<file path="config.mk">
export PLATFORM = sky130hd
export DESIGN_NAME = ysyx_23060201_mem_arbiter
export DESIGN_NICKNAME = d
export VERILOG_FILES = /design/src/rtl/ysyx_23060201_mem_arbiter.sv
export SDC_FILE = /design/constraint.sdc
export NUM_CORES = 1
export LEC_CHECK = 0
export ABC_AREA = 1
export ABC_CLOCK_PERIOD_IN_PS = 7100
export BUFFER_PORTS_ARGS = -buffer_cell sky130_fd_sc_hd__buf_2
export CELL_PAD_IN_SITES_DETAIL_PLACEMENT = 0
export CELL_PAD_IN_SITES_GLOBAL_PLACEMENT = 1
export CORE_ASPECT_RATIO = 0.5
export CORE_MARGIN = 2
export CORE_UTILIZATION = 33
export DETAILED_ROUTE_END_ITERATION = 16
export GPL_TIMING_DRIVEN = 0
export PLACE_DENSITY_LB_ADDON = 0.1
export SYNTH_ARGS = -nofsm -noshare
export SYNTH_HDL_FRONTEND = slang
export SYNTH_SLANG_ARGS = --single-unit
</file>
<file path="constraint.sdc">
create_clock -name clk -period 7.1 [get_ports clk]
set_input_delay 1.065 -clock clk [delete_from_list [all_inputs] [get_ports clk]]
set_output_delay 1.065 -clock clk [all_outputs]
set_load 0.05 [all_outputs]
</file>
<file path="src/rtl/ysyx_23060201_mem_arbiter.sv">
// IFU/LSU memory arbiter: one transaction in flight, IDLE->ACCESS->LATCH->RESP.
// Define YSYX_23060201_ARB_RR_EN for round-robin tie breaking; otherwise LSU wins ties.
module ysyx_23060201_mem_arbiter #(
   parameter int MEM_ADDR_WIDTH = 32,
   parameter int DATA_WIDTH     = 32
) (
   input  logic                      clk,
   input  logic                      rst,
   input  logic                      ifu_req_valid,
   output logic                      ifu_req_ready,
   input  logic [MEM_ADDR_WIDTH-1:0] ifu_addr,
   output logic                      ifu_resp_valid,
   input  logic                      ifu_resp_ready,
   input  logic                      lsu_req_valid,
   output logic                      lsu_req_ready,
   input  logic                      lsu_wen,
   input  logic [MEM_ADDR_WIDTH-1:0] lsu_addr,
   input  logic [DATA_WIDTH-1:0]     lsu_wdata,
   input  logic [7:0]                lsu_mask,
   output logic                      lsu_resp_valid,
   input  logic                      lsu_resp_ready,
   output logic [DATA_WIDTH-1:0]     rsp_rdata,
   output logic                      mem_ren,
   output logic [MEM_ADDR_WIDTH-1:0] mem_raddr,
   output logic [7:0]                mem_rmask,
   output logic                      mem_wen,
   output logic [MEM_ADDR_WIDTH-1:0] mem_waddr,
   output logic [DATA_WIDTH-1:0]     mem_wdata,
   output logic [7:0]                mem_wmask,
   input  logic [DATA_WIDTH-1:0]     mem_rdata
);

   typedef enum logic [1:0] {S_IDLE, S_ACCESS, S_LATCH, S_RESP} state_t;
   localparam logic OWN_IFU = 1'b0;
   localparam logic OWN_LSU = 1'b1;

   state_t                    r_state;
   state_t                    w_state_nxt;
   logic                      r_owner;
   logic                      r_wen;
   logic [MEM_ADDR_WIDTH-1:0] r_addr;
   logic [DATA_WIDTH-1:0]     r_wdata;
   logic [7:0]                r_mask;
   logic [DATA_WIDTH-1:0]     r_rdata;
   logic                      w_grant_lsu;
   logic                      w_accept;
   logic                      w_resp_done;

`ifdef YSYX_23060201_ARB_RR_EN
   logic r_last_grant;

   // On a tie the LSU loses only if it was the previous winner.
   assign w_grant_lsu = lsu_req_valid && !(ifu_req_valid && (r_last_grant == OWN_LSU));

   always_ff @(posedge clk) begin
      if (rst) begin
         r_last_grant <= OWN_IFU;
      end else if (w_accept) begin
         r_last_grant <= w_grant_lsu;
      end
   end
`else
   assign w_grant_lsu = lsu_req_valid;
`endif

   assign ifu_req_ready = !rst && (r_state == S_IDLE) && ifu_req_valid && !w_grant_lsu;
   assign lsu_req_ready = !rst && (r_state == S_IDLE) && w_grant_lsu;
   assign w_accept      = ifu_req_ready || lsu_req_ready;
   assign w_resp_done   = (r_owner == OWN_LSU) ? lsu_resp_ready : ifu_resp_ready;

   always_comb begin
      w_state_nxt    = r_state;
      mem_ren        = 1'b0;
      mem_wen        = 1'b0;
      ifu_resp_valid = 1'b0;
      lsu_resp_valid = 1'b0;
      unique case (r_state)
         S_IDLE:   if (w_accept) w_state_nxt = S_ACCESS;
         S_ACCESS: begin
            mem_ren     = !r_wen;
            mem_wen     = r_wen;
            w_state_nxt = S_LATCH;
         end
         S_LATCH:  w_state_nxt = S_RESP;
         S_RESP: begin
            ifu_resp_valid = (r_owner == OWN_IFU);
            lsu_resp_valid = (r_owner == OWN_LSU);
            if (w_resp_done) w_state_nxt = S_IDLE;
         end
         default:  w_state_nxt = S_IDLE;
      endcase
   end

   always_ff @(posedge clk) begin
      if (rst) begin
         r_state <= S_IDLE;
         r_rdata <= '0;
      end else begin
         r_state <= w_state_nxt;
         if (r_state == S_LATCH) r_rdata <= r_wen ? '0 : mem_rdata;
      end
   end

   // NOTE: request capture registers need no reset; they are only observed after an accept loads them.
   always_ff @(posedge clk) begin
      if (w_accept) begin
         r_owner <= w_grant_lsu;
         if (w_grant_lsu) begin
            r_wen   <= lsu_wen;
            r_addr  <= lsu_addr;
            r_wdata <= lsu_wdata;
            r_mask  <= lsu_mask;
         end else begin
            r_wen   <= 1'b0;
            r_addr  <= ifu_addr;
            r_wdata <= '0;
            r_mask  <= 8'h0F;
         end
      end
   end

   assign rsp_rdata = r_rdata;
   assign mem_raddr = r_addr;
   assign mem_rmask = r_mask;
   assign mem_waddr = r_addr;
   assign mem_wdata = r_wdata;
   assign mem_wmask = r_mask;

endmodule

</file>
==> results.sh, run 1 <==
export IMPL_outcome="finished, final reports clean"
export IMPL_cts_root_buf="clkbuf_16"
export IMPL_drive_gt1_frac=0.472
export IMPL_drtIter0Drc=171
export IMPL_ys_types=18
export IMPL_critical_path_arrival_ns=1.95
export IMPL_post_cts_buffers=0
export IMPL_syn_num_nets=634
export IMPL_syn_area_um2=4710
export IMPL_regToRegSetupSlack_ns=5.29
export IMPL_worstReg2RegStart="r_state[0]$_SDFFE_PP0P_"
export IMPL_fmax_ghz=0.332
export IMPL_startpoint="lsu_req_valid"
export IMPL_insertion_delay_ns=0.34
export IMPL_rsz0062_at_grt="no"
export IMPL_rows=30
export IMPL_critical_path_reg2reg_endpoint="mem_raddr[30]$_DFFE_PP_"
export IMPL_setup_violations_final=0
export IMPL_fillers=1419
export IMPL_multi_input_area_um2=1130
export IMPL_hold_viol=0
export IMPL_drc=0
export IMPL_initial_core_util=0.343
export IMPL_worstSetupPathDepth=7
export IMPL_path_cells="buf_2, buf_6, inv_2, buf_4, nand2_1, nor2_1, buf_2"
export IMPL_track_usage=0.167
export IMPL_cts_buffers=9
export IMPL_slew_violations=0
export IMPL_io_buffers=291
export IMPL_synth_top_area_frac=0.472
export IMPL_area_delta_synth_final_pct=42.9
export IMPL_wl_um=13300
export IMPL_cpPeakStageDelay_ns=0.27
export IMPL_slowest_stage="buf_2"
export IMPL_h_tree_depth=3
export IMPL_drt_vias_per_instance=4.15
export IMPL_syn_inst=486
export IMPL_ys_ff_latch=108
export IMPL_yosysMostFrequentCell="nand2_1"
export IMPL_globalplace_congestion=0.756
export IMPL_ioPinCount=293
export IMPL_hold_buffers=0
export IMPL_die_y_um=88.5
export IMPL_syn_avg_cell_area_um2=9.69
export IMPL_clk_path_buf_depth=2
export IMPL_wl_per_cell_um=13.5
export IMPL_cp_num_buf_inv=5
export IMPL_min_from="rsp_rdata[2]$_SDFFE_PP0P_"
export IMPL_cts_resized=0
export IMPL_hold_depth=2
export IMPL_finalPower_mw=2.35
export IMPL_ys_seq_area_frac=0.616
export IMPL_synth_area_leader_cell="edfxtp_1"
export IMPL_cp_required_ns=6.03
export IMPL_clk_pin_slew_ns=0.07
export IMPL_cts_tree="built"
export IMPL_synth_ff_type="edfxtp_1"
export IMPL_finalCriticalPeriod_ns=3.01
export IMPL_power_density_nw_per_um2=349
export IMPL_diodes=0
export IMPL_tns_ns=0
export IMPL_cts_sinks=108
export IMPL_dp_final_hpwl_um=10100
export IMPL_min_path_type="flop to flop"
export IMPL_synth_edf_count=74
export IMPL_overflow=0
export IMPL_maxCapViolCount=0
export IMPL_seq_area_um2=2900
export IMPL_antenna_found_initial=2
export IMPL_core_area_um2=13700
export IMPL_crit_fanout=10
export IMPL_finalNetCount=937
export IMPL_grt_pass1_vias=3717
export IMPL_die_w_um=173
export IMPL_async_reset_ff_frac=0
export IMPL_p_leak_nw=3.54
export IMPL_synth_area_leaders="edfxtp_1, dfxtp_1, nand2_1, buf_4, inv_1"
export IMPL_firstDrtPassIters=4
export IMPL_hold_path_endpoint="rsp_rdata[2]$_SDFFE_PP0P_"
export IMPL_crit_path_frequent_cell="buf_2"
export IMPL_crit_path_end_kind="output pin"
export IMPL_grt_pass1_wl_um=19600
export IMPL_synth_top_cells_by_count="nand2_1, edfxtp_1, inv_1"
export IMPL_synth_warnings=0
export IMPL_ir_drop_mv=0.121
export IMPL_tightest_slew_ns=0.456
export IMPL_relSlewSlack=0.696
export IMPL_r2r_cells=7
export IMPL_grt_max_degree=65
export IMPL_startpoint_type="primary input"
export IMPL_fin_worst_skew_ns=0.0106
export IMPL_finalCritPeriodShare=0.424
export IMPL_vias=4088
export IMPL_path_delay_family="buffers and inverters"
export IMPL_die_area_um2=15300
export IMPL_critical_path_class="primary input to output pin"
export IMPL_final_antenna_net_count=0
## metal layers
layer	routed length (µm)	track usage
met1	5310	0.198
met2	6570	0.281
met3	1320	0.0756
met4	138	0.0455
met5	0	0
## final cells by class
| type | count | share of cell area |
|---|---|---|
| Timing Repair Buffer | 292 | 0.220 |
| Buffer | 66 | 0.0714 |
| Clock inverter | 4 | 0.00539 |
| Tap cell | 192 | 0.0357 |
| Sequential cell | 108 | 0.431 |
| Inverter | 52 | 0.0296 |
| Multi-Input combinational cell | 260 | 0.168 |
| Clock buffer | 12 | 0.0383 |
## worst max path at each step
stage	slack (ns)	to
2_1_floorplan	3.88	mem_raddr[0]$_DFFE_PP_
3_3_place_gp	3.06	mem_wdata[17]$_SDFFCE_PN0P_
3_5_place_dp	4.08	ifu_req_ready
4_1_cts	4.07	ifu_req_ready
5_1_grt	4.00	ifu_req_ready
6_report	4.09	ifu_req_ready
## registers in the layout (all words and copies together) (netlist names)
register,count
mem_rmask,8
r_state,2
rsp_rdata,32
r_owner,1
mem_raddr,32
r_wen,1
mem_wdata,32
## per-stage QoR
stage	instance area, µm²	instances	util	setup slack, ns	hold slack (ns)
3_5_place_dp	6440	970	0.469	4.08	0.452
5_1_grt	6730	986	0.490	4.00	0.475
4_1_cts	6730	986	0.490	4.07	0.464
2_1_floorplan	4710	486	-	3.88	0.503
3_3_place_gp	6410	969	0.466	3.06	0.448
6_report	6730	986	0.490	4.09	0.463
## cell families after synthesis
| group | share of synthesized area |
|---|---|
| simple gates | 0.189 |
| flops | 0.616 |
| buf+inv | 0.144 |
| fa+ha+maj | 0.0133 |
| compound gates | 0.0380 |
## cell usage in the layout (no fill, tap or decap)
| master | synthesis | final |
|---|---|---|
| a21oi_1 | 34 | 34 |
| buf_16 | 0 | 1 |
| buf_2 | 12 | 303 |
| buf_4 | 44 | 44 |
| buf_6 | 7 | 7 |
| bufinv_8 | 0 | 1 |
| clkbuf_1 | 3 | 5 |
| clkbuf_16 | 0 | 10 |
| clkinv_2 | 1 | 1 |
| dfxtp_1 | 34 | 34 |
| edfxtp_1 | 74 | 74 |
| ha_1 | 5 | 5 |
| inv_1 | 50 | 49 |
| inv_2 | 1 | 1 |
| inv_4 | 0 | 4 |
| nand2_1 | 172 | 172 |
| nand2_2 | 1 | 1 |
| nand3_1 | 35 | 35 |
| nor2_1 | 7 | 7 |
| nor2_4 | 1 | 1 |
| o21ai_2 | 1 | 1 |
| or2_1 | 4 | 4 |
## power breakdown
group          switching (mW)  leakage [nW]  internal (mW)
Combinational           0.746          2.41          0.247
Clock                   0.227         0.152          0.278
Sequential             0.0484         0.975          0.805
Total                    1.02          3.54           1.33
## tightest hold or removal path, delay by kind of cell (launching register included)
kind / cells / cell delay [ns]
flip-flops: 1 / 0.31
AND/OR/NAND/NOR: 1 / 0.06
AO/OA/AOI/OAI: 1 / 0.05
(Power assumes the default switching activity.)
==> inputs of run 2 (changes only) <==
--- a/config.mk
+++ b/config.mk
@@ -5,8 +5,8 @@
 export SDC_FILE = /design/constraint.sdc
 export NUM_CORES = 1
 export LEC_CHECK = 0
-export ABC_AREA = 1
-export ABC_CLOCK_PERIOD_IN_PS = 7100
+export ABC_AREA = 0
+export ABC_CLOCK_PERIOD_IN_PS = 3100
 export BUFFER_PORTS_ARGS = -buffer_cell sky130_fd_sc_hd__buf_2
 export CELL_PAD_IN_SITES_DETAIL_PLACEMENT = 0
 export CELL_PAD_IN_SITES_GLOBAL_PLACEMENT = 1
==> constraint.sdc (replaced) <==
create_clock -name clk -period 3.1 [get_ports clk]
set_input_delay 0.465 -clock clk [delete_from_list [all_inputs] [get_ports clk]]
set_output_delay 0.465 -clock clk [all_outputs]
set_load 0.05 [all_outputs]
==> run 2 against run 1 <==
Critical path depth decreased by 3. Clock-buffer cell count fell by 1. Area after synthesis up 4.6%. Non-clock buffer count down 8. Sequential power is 130% higher. Critical endpoint is now mem_wdata[15]$_SDFFCE_PN0P_.
==> results.sh, run 2 <==
export IMPL_wl_um=12400
export IMPL_grt_max_degree=75
export IMPL_pre_cts_slack_ns=0.815
export IMPL_cp_required_ns=3.06
export IMPL_finalNetCount=810
export IMPL_die_area_um2=16000
export IMPL_syn_avg_cell_area_um2=13.7
export IMPL_clk_pin_slew_ns=0.08
export IMPL_startpoint_type="flop"
export IMPL_cpPeakStageDelay_ns=0.84
export IMPL_core_area_um2=14500
export IMPL_fmax_ghz=0.443
export IMPL_insertion_delay_ns=0.34
export IMPL_final_cell_mix="buf_2, edfxtp_1, buf_4"
export IMPL_finalCriticalPeriod_ns=2.26
export IMPL_busiest_layer="met2"
export IMPL_initial_core_util=0.339
export IMPL_relSlewSlack=0.279
export IMPL_fin_area_um2=6940
export IMPL_met1_usage=0.167
export IMPL_tightest_slew_ns=1.08
export IMPL_use_met3=0.0509
export IMPL_power_density_nw_per_um2=756
export IMPL_io_buffers=292
export IMPL_maxCapViolCount=0
export IMPL_vias=3571
export IMPL_yosysMostFrequentCell="edfxtp_1"
export IMPL_cts_tree="built"
export IMPL_area_delta_synth_final_pct=40.8
export IMPL_cts_sinks=108
export IMPL_wl_per_cell_um=14.3
export IMPL_syn_area_um2=4930
export IMPL_final_common_cell="buf_2"
export IMPL_tns_ns=0
export IMPL_setup_violations_final=0
export IMPL_slowest_stage="or2_4"
export IMPL_cts_root_buf="clkbuf_16"
export IMPL_synth_ff_type="edfxtp_1"
export IMPL_fin_ws_ns=0.844
export IMPL_antenna_found_initial=0
export IMPL_synth_edf_count=74
export IMPL_outcome="finished, final reports clean"
export IMPL_startpoint="r_state[0]$_SDFFE_PP0P_"
export IMPL_synth_top_area_frac=0.451
export IMPL_track_usage=0.150
export IMPL_dp_cells=849
export IMPL_drive_gt1_frac=0.685
export IMPL_ioPinCount=293
export IMPL_grt_pass1_wl_um=18600
export IMPL_synth_area_leaders="edfxtp_1, dfxtp_1, buf_4, mux2_4, a21oi_2"
export IMPL_final_instance_count_excl_fill=865
export IMPL_synth_top_cells_by_count="edfxtp_1, buf_4, and2_1"
export IMPL_slew_violations=0
export IMPL_finalPower_mw=5.25
export IMPL_dp_final_hpwl_um=9520
export IMPL_h_tree_depth=3
export IMPL_rsz0062_at_grt="no"
export IMPL_min_from="mem_rdata[31]"
export IMPL_cts_resized=0
export IMPL_grt_pass1_vias=3477
export IMPL_drtIter0Drc=128
export IMPL_rows=31
export IMPL_ys_types=27
export IMPL_clk_path_buf_depth=2
export IMPL_diodes=0
export IMPL_critical_path_class="flop to flop"
export IMPL_finalCritPeriodShare=0.728
export IMPL_firstDrtPassIters=4
export IMPL_critical_path_arrival_ns=2.21
export IMPL_final_antenna_net_count=0
export IMPL_synth_area_leader_cell="edfxtp_1"
export IMPL_crit_fanout=74
export IMPL_drt_vias_per_instance=4.13
export IMPL_cts_buffers=9
export IMPL_worstReg2RegStart="r_state[0]$_SDFFE_PP0P_"
export IMPL_overflow=0
export IMPL_post_cts_buffers=0
export IMPL_crit_path_end_kind="flop"
export IMPL_synth_warnings=0
export IMPL_p_leak_nw=3.25
export IMPL_die_w_um=177
export IMPL_min_path_type="primary input to flop"
export IMPL_dpl_cell_area_um2=6650
export IMPL_drc=0
export IMPL_hold_buffers=0
export IMPL_ys_ff_latch=108
export IMPL_hold_viol=0
export IMPL_die_y_um=90.4
export IMPL_ys_seq_area_frac=0.589
export IMPL_syn_num_nets=507
export IMPL_globalplace_congestion=0.724
export IMPL_met2_usage=0.274
export IMPL_fin_worst_skew_ns=0.0130
export IMPL_async_reset_ff_frac=0
export IMPL_ir_drop_mv=0.251
export IMPL_syn_inst=359
export IMPL_path_cells="inv_1, ha_1, nor4bb_2, or2_4"
==> run 2: final cells by class <==
| cell class | instances | area [µm²] |
|---|---|---|
| Tap cell | 198 | 248 |
| Buffer | 58 | 453 |
| Clock inverter | 5 | 60.1 |
| Inverter | 2 | 7.51 |
| Clock buffer | 11 | 233 |
| Sequential cell | 108 | 2900 |
| Multi-Input combinational cell | 191 | 1570 |
| Fill cell | 1426 | 7610 |
| Timing Repair Buffer | 292 | 1460 |
==> run 2: stage by stage <==
stage / hold WS, ns / utilization
2_1_floorplan: 0.481 / -
3_3_place_gp: 0.454 / 0.457
3_5_place_dp: 0.465 / 0.457
4_1_cts: 0.320 / 0.477
5_1_grt: 0.322 / 0.477
6_report: 0.335 / 0.477
==> run 2: final timing paths <==
check / to / slack, ns / depth (start not counted)
hold reg to reg: rsp_rdata[30]$_SDFFE_PP0P_ / 0.47 / 2
hold / removal: rsp_rdata[31]$_SDFFE_PP0P_ / 0.33 / 3
setup / recovery: mem_wdata[15]$_SDFFCE_PN0P_ / 0.84 / 4
setup reg to reg: mem_wdata[15]$_SDFFCE_PN0P_ / 0.84 / 4
==> run 2: logic make-up (layout without fill, tap and decap cells) <==
group | Yosys count | after routing | synth area share
muxes | 35 | 35 | 0.0937
DFF | 108 | 108 | 0.589
adders and majority gates | 5 | 5 | 0.0127
AOI/OAI and AO/OA | 35 | 35 | 0.0609
and+or+nand+nor | 116 | 116 | 0.150
buffers and inverters | 60 | 368 | 0.0935
==> run 2: power breakdown <==
group / switching (mW) / total (mW) / internal, mW
registers: 0.0911 / 1.92 / 1.83
logic: 1.57 / 2.17 / 0.600
clock network: 0.518 / 1.15 / 0.630
==> run 2: critical path, delay by kind of cell (launching register included) <==
| family | cells | cell delay [ns] |
|---|---|---|
| buffers and inverters | 1 | 0.11 |
| flip-flops | 1 | 0.35 |
| adder cells (fa/ha/maj) | 1 | 0.21 |
| AND/OR/NAND/NOR | 2 | 1.10 |
==> run 2: routing by layer <==
metal	up-vias	part of all wire
li1	1783	-
met1	1663	0.40
met2	115	0.53
met3	10	0.064
met4	0	0.011
met5	-	0
